File: config.mk
export PLATFORM = sky130hd
export DESIGN_NAME = serial_full_adder
export DESIGN_NICKNAME = d
export VERILOG_FILES = /design/src/rtl/serial_full_adder.sv
export SDC_FILE = /design/constraint.sdc
export NUM_CORES = 1
export LEC_CHECK = 0
export CAP_MARGIN = 20
export CORE_ASPECT_RATIO = 0.8
export CORE_MARGIN = 4
export CORE_UTILIZATION = 45
export CTS_CLUSTER_SIZE = 28
export DETAILED_ROUTE_END_ITERATION = 8
export MAX_ROUTING_LAYER = met4
export PLACE_DENSITY = 0.72
export SYNTH_ARGS = -nofsm -noshare
export SYNTH_HDL_FRONTEND = slang
export SYNTH_SLANG_ARGS = --single-unit
File: constraint.sdc
create_clock -name clk -period 2.8 [get_ports clk]
set_input_delay 0.56 -clock clk [delete_from_list [all_inputs] [get_ports clk]]
set_output_delay 0.56 -clock clk [all_outputs]
set_load 0.05 [all_outputs]
File: src/rtl/serial_full_adder.sv
// Multi-cycle ripple adder: A + B + Cin computed BITS_PER_CYCLE bits per clock, LSB first.
// Latency WIDTH/BITS_PER_CYCLE cycles from accept; result held in DONE until out_ready, one op in flight.
module serial_full_adder #(
  parameter int WIDTH          = 8,
  parameter int BITS_PER_CYCLE = 1
) (
  input  logic             clk,
  input  logic             rst,
  input  logic             in_valid,
  output logic             in_ready,
  input  logic [WIDTH-1:0] A,
  input  logic [WIDTH-1:0] B,
  input  logic             Cin,
  output logic             out_valid,
  input  logic             out_ready,
  output logic [WIDTH-1:0] Sum,
  output logic             Cout,
  output logic             Ovf
);

  localparam int N  = WIDTH / BITS_PER_CYCLE;
  localparam int CW = (N > 1) ? $clog2(N) : 1;

  typedef enum logic [1:0] {IDLE, RUN, DONE} state_t;

  state_t                          state, state_nxt;
  logic [CW-1:0]                   cnt;
  logic [WIDTH-1:0]                a_sh, b_sh;
  logic                            carry;
  logic [BITS_PER_CYCLE-1:0]       a_lo, b_lo, s_lo;
  logic                            c_lo, c_msb, last;
  logic [WIDTH+BITS_PER_CYCLE-1:0] sum_cat;

  assign a_lo = a_sh[BITS_PER_CYCLE-1:0];
  assign b_lo = b_sh[BITS_PER_CYCLE-1:0];
  assign {c_lo, s_lo} = {1'b0, a_lo} + {1'b0, b_lo} + {{BITS_PER_CYCLE{1'b0}}, carry};
  // A sum bit is a^b^cin, so the carry into the chunk's top bit falls out of the sum bit.
  assign c_msb   = s_lo[BITS_PER_CYCLE-1] ^ a_lo[BITS_PER_CYCLE-1] ^ b_lo[BITS_PER_CYCLE-1];
  assign last    = (cnt == CW'(N - 1));
  assign sum_cat = {s_lo, Sum};

  always_ff @(posedge clk or posedge rst) begin
    if (rst) state <= IDLE;
    else     state <= state_nxt;
  end

  always_comb begin
    state_nxt = state;
    case (state)
      IDLE:    if (in_valid) state_nxt = RUN;
      RUN:     if (last) state_nxt = DONE;
      DONE:    if (out_ready) state_nxt = IDLE;
      default: state_nxt = IDLE;
    endcase
  end

  always_comb begin
    in_ready  = (state == IDLE);
    out_valid = (state == DONE);
  end

  always_ff @(posedge clk or posedge rst) begin
    if (rst) begin
      cnt   <= '0;
      a_sh  <= '0;
      b_sh  <= '0;
      carry <= 1'b0;
      Sum   <= '0;
      Cout  <= 1'b0;
      Ovf   <= 1'b0;
    end else begin
      case (state)
        IDLE: begin
          if (in_valid) begin
            a_sh  <= A;
            b_sh  <= B;
            carry <= Cin;
            cnt   <= '0;
          end
        end
        RUN: begin
          a_sh  <= a_sh >> BITS_PER_CYCLE;
          b_sh  <= b_sh >> BITS_PER_CYCLE;
          carry <= c_lo;
          cnt   <= cnt + 1'b1;
          Sum   <= sum_cat[WIDTH+BITS_PER_CYCLE-1:BITS_PER_CYCLE];
          // Final carry leaves through Cout only; it never re-enters the chain.
          if (last) begin
            Cout <= c_lo;
            Ovf  <= c_msb ^ c_lo;
          end
        end
        default: ;
      endcase
    end
  end

endmodule

# After elaboration in Yosys (flattened, before gate mapping)
# Cells that the tools add are included.
# W data, S select, Z words.
dict set report word_totals {
  register_bits 32
  inputBits 21
  elab_cells 37
}
dict set report classes {
  n_addsub 3
  n_eq_ne 6
  mux 12
  bitwise 3
  reduce_logical 5
}
# op count
set op_table {}
lappend op_table {{$pmux W8 S2} 2}
lappend op_table {{$mux W8} 2}
lappend op_table {{$mux W2} 3}
lappend op_table {{$pmux W2 S3} 1}
lappend op_table {{$pmux W3 S2} 1}
lappend op_table {{$ne A2 B2 Y1 const B} 2}
lappend op_table {{$reduce_and A2 Y1} 2}
lappend op_table {{$add A3 B1 Y3 const B} 1}
lappend op_table {{$eq A3 B3 Y1 const B} 1}
lappend op_table {{$mux W3} 1}
lappend op_table {{$reduce_and A3 Y1} 1}
lappend op_table {{$xor A1 B1 Y1} 3}
lappend op_table {{$add A1 B1 Y2} 1}
lappend op_table {{$add A2 B1 Y2} 1}
lappend op_table {{$eq A2 B1 Y1 const B} 1}
lappend op_table {{$eq A2 B2 Y1 const B} 1}
lappend op_table {{$logic_not A2 Y1} 1}
lappend op_table {{$ne A2 B1 Y1 const B} 1}
lappend op_table {{$pmux W1 S2} 1}
lappend op_table {{$reduce_bool A2 Y1} 1}
lappend op_table {{$mux W1} 1}

# Longest topological paths before layout
dict set report depth {
  ltp_word 5
  ltp_mapped 5
  depth_no_buf 4
}

# Worst setup path after synthesis
# OpenSTA, ideal clock, no wires.
dict set report synth_timing {
  kind {reg-to-output}
  startpoint {register state[0]}
  endpoint {output port in_ready}
  arrival_time_ps 1285
  t_required_ps 2240
  setup_slack_ps 955
  stages_incl_launch_ff 3
  n_path_buf 1
  cell_sequence {dfrtp_1 -> buf_4 -> nor2_1}
}
dict set report synth_between {
  elab_chain_len 1
}
# item line
set synth_lines {}
lappend synth_lines {{from (decl)} 26} ;# state_t state, state_nxt;
lappend synth_lines {{from (signal assigned)} 44} ;# else state <= state_nxt;
lappend synth_lines {{$logic_not A2 Y1} 58} ;# in_ready = (state == IDLE);
lappend synth_lines {{to (decl)} 10} ;# output logic in_ready,
# Every way passes these cells.

# Worst setup path after layout
dict set report layout_timing {
  startpoint {register state[1]}
  endpoint {output port out_valid}
}
dict set report layout_between {
  elab_chain_len 1
}
# item line
set layout_lines {}
lappend layout_lines {{$eq A2 B2 Y1} 59} ;# out_valid = (state == DONE);
lappend layout_lines {{to (decl)} 14} ;# output logic out_valid,
# Every way passes these cells.

==> impl_results.md <==
* Maximum buffer depth of the clock tree at 2
* Post-CTS Setup Bufs at 0
* Main flop type after synthesis: dfrtp_1
* FF+latch count, synth at 32
* Cell Area, Placed at around 1800 um^2
* Slew Limit Fails at 0
* Routed WL per cell at ~15 um
* Worst hold margin at approximately 0.51 ns
* Peak Freq at ~0.40 GHz
* H-Tree Depth at 2
* Synth unique cells at 29
* First-pass GRT wire length at roughly 5000 um
* Final Hold Viols at 0
* Arr. time, crit path at just under 2 ns
* Layout Nets at 178
* Max-Cap Viols at 0
* Ys Warns at 0
* Initial drt markers at 38
* Tot GR Track Use at between 10% and 20%
* CTS root buf: clkbuf_8
* Relative slew slack at between 60% and 70%
* Initial antenna violation count at 0
* Routability-driven placement congestion ratio at 0.7817
* Area of the mapped netlist at around 1500 um^2
* Area Growth Syn to Fin at 28.99%
* Seq/Total Area, Yosys at between 50% and 60%
* Largest net degree at the start of global routing at 33
* Worst-path clk slew at ~0.07 ns
* Share of the synthesized area in the top cell type at between 50% and 60%
* DIE AREA at roughly 4300 um^2
* Worst Setup Start Kind: register
* Status: finished, final reports clean
* # IOs at 33
* Clock Sinks at 32
* Fraction of layout cells with a size suffix above 1 at between 10% and 20%
* Final WL at 3005 um
* Worst min-delay path class: register to register
* Max Fanout on Critical Path at 11
* Post-DP HPWL at between 2000 and 2500 um
* Yosys top cell by area: dfrtp_1
* RSZ-0062 raised after global routing: no
* Leakage power at ~0.86 nW
* Flop-to-flop setup slack at 1.16 ns
* GRT Residual Overflow at 0
* # rows at 18
* Final Cycle Share at between 80% and 90%
* Kind of critical path: register to output pin
* DIE HEIGHT at 59.60 um
* Syn nets at approximately 150
* Number of global-route vias before repair at approximately 1000
* DRC at 0
* Setup TNS at 0 ns
* Ant. Diodes at 0
* Placed Cells at between 150 and 200
* Worst skew pair latency at between 0.2 and 0.3 ns
* CTS Hold Bufs at 0
* DR pass1 iterations at 4
* Fraction of registers with async set/reset at 100.0%
* IO buf count at 32
* Worst-margin pin slew at about 0.50 ns
* Final Non-Filler Cells at slightly below 200
* Pwr Total at about 0.0026 W
* Top post-synthesis cells by area: dfrtp_1, mux2_4, a2bb2oi_1
* CTS tree: built
* Synth Instances at roughly 120
* ANT nets after route at 0
* Core area at about 3100 um^2
* PD cells at between 1000 and 1500 nW/um^2
* Post-route design area at a little under 2000 um^2
* CP required at 2.24 ns
* Min cycle time layout at roughly 2.5 ns
* Syn Area/Cell at 12.38 um^2
* Via/cell ratio at roughly 5.4
* Element type at the critical path end: output pin
* Vias at 1051
* PostCTS Resize Cnt at 0
* Clock Skews at 0.007894 ns
* Initial core utilization at 47.84%
* CTS buffer count at 5
* Worst vdd ir at 0.4861 mV
* Die width at roughly 73 um
* Post-synth EDFFs at 0
* Final setup fails at 0
-- registers in the layout, summed over array words and instances, names as in the netlist --
signal	cells
Ovf	1
a_sh	8
Cout	1
cnt	3
Sum	8
b_sh	8
state	2
carry	1
-- worst max-delay path, stage by stage (launching register included) --
cell             delay (ns)
dfrtp_1                0.58
nor2b_1                0.24
clkdlybuf4s50_1        0.84
-- cells in the final DEF (no fill, tap or decap), drive strengths merged, types with 2 or more instances in the layout --
master / n
dfrtp: 32
a22oi: 6
inv: 11
nor2: 7
nand2b: 3
o22ai: 9
nor2b: 3
nand2: 3
clkbuf: 6
clkdlybuf4s50: 32
a22o: 2
a2bb2oi: 7
mux2: 11
ha: 2
xnor2: 2
o22a: 5
a21oi: 3
o21ai: 2
-- where the power goes --
group / internal [W] / total [W] / switching, W / leakage, nW
logic: 0.000631 / 0.00129 / 0.000663 / 0.429
registers: 0.000689 / 0.000871 / 0.000182 / 0.376
clock network: 0.000264 / 0.000432 / 0.000168 / 0.0552
-- final cells by class --
cell class | instances | area (um^2)
flip-flops and latches | 32 | 800.8
clock inverters | 2 | 35.03
multi-input cells | 71 | 604.3
clock buffers | 6 | 72.57
well taps | 40 | 50.05
repair buffers | 33 | 327.8
fillers | 243 | 1199
inverters | 11 | 41.29
-- Yosys cell counts, types with 2 or more instances --
cell / count
o22a_1: 5
nand2b_1: 3
a22oi_1: 6
inv_1: 11
o22ai_1: 9
nor2_1: 6
dfrtp_1: 32
buf_4: 4
nor2b_1: 3
a2bb2oi_1: 7
a22o_1: 2
nand2_1: 2
mux2_4: 8
xnor2_1: 2
ha_1: 2
mux2_2: 3
buf_2: 2
a21oi_1: 3
-- through the flow --
step,utilization [%],setup slack (ns)
after global routing,61.71,0.1713
after floorplan,-,0.9554
final,61.71,0.2998
after global placement,58.27,0.6226
after CTS,61.71,0.2864
after detailed placement,58.27,0.6151
-- routing by layer --
layer | vias up | part of all wire, % | track usage, %
li1 | 500 | - | -
met1 | 508 | 49 | 21.27
met2 | 37 | 43 | 22.96
met3 | 6 | 6.6 | 4.407
met4 | 0 | 2.2 | 8.684
met5 | - | 0 | -
-- worst paths after layout --
check / end / start / depth (start not counted)
setup / recovery: out_valid / state[1] / 2
hold / removal: b_sh[2] / b_sh[2] / 1
setup reg to reg: Ovf / a_sh[0] / 4
hold reg to reg: b_sh[2] / b_sh[2] / 1
max in group asynchronous: cnt[2] / rst / 3
min in group asynchronous: Sum[6] / rst / 3
-- logic make-up (layout without fill, tap and decap cells) --
group                    count (synthesis)  after routing  synth area share, %
AND/OR/NAND/NOR                         18             18                6.684
buffers and inverters                   18             52                6.182
adder cells (fa/ha/maj)                  3              3                3.007
AO/OA/AOI/OAI                           36             36                18.63
flip-flops                              32             32                53.47
multiplexers                            11             11                10.28
XOR/XNOR                                 3              3                1.755
No activity file was read; power rests on OpenSTA's default activity.
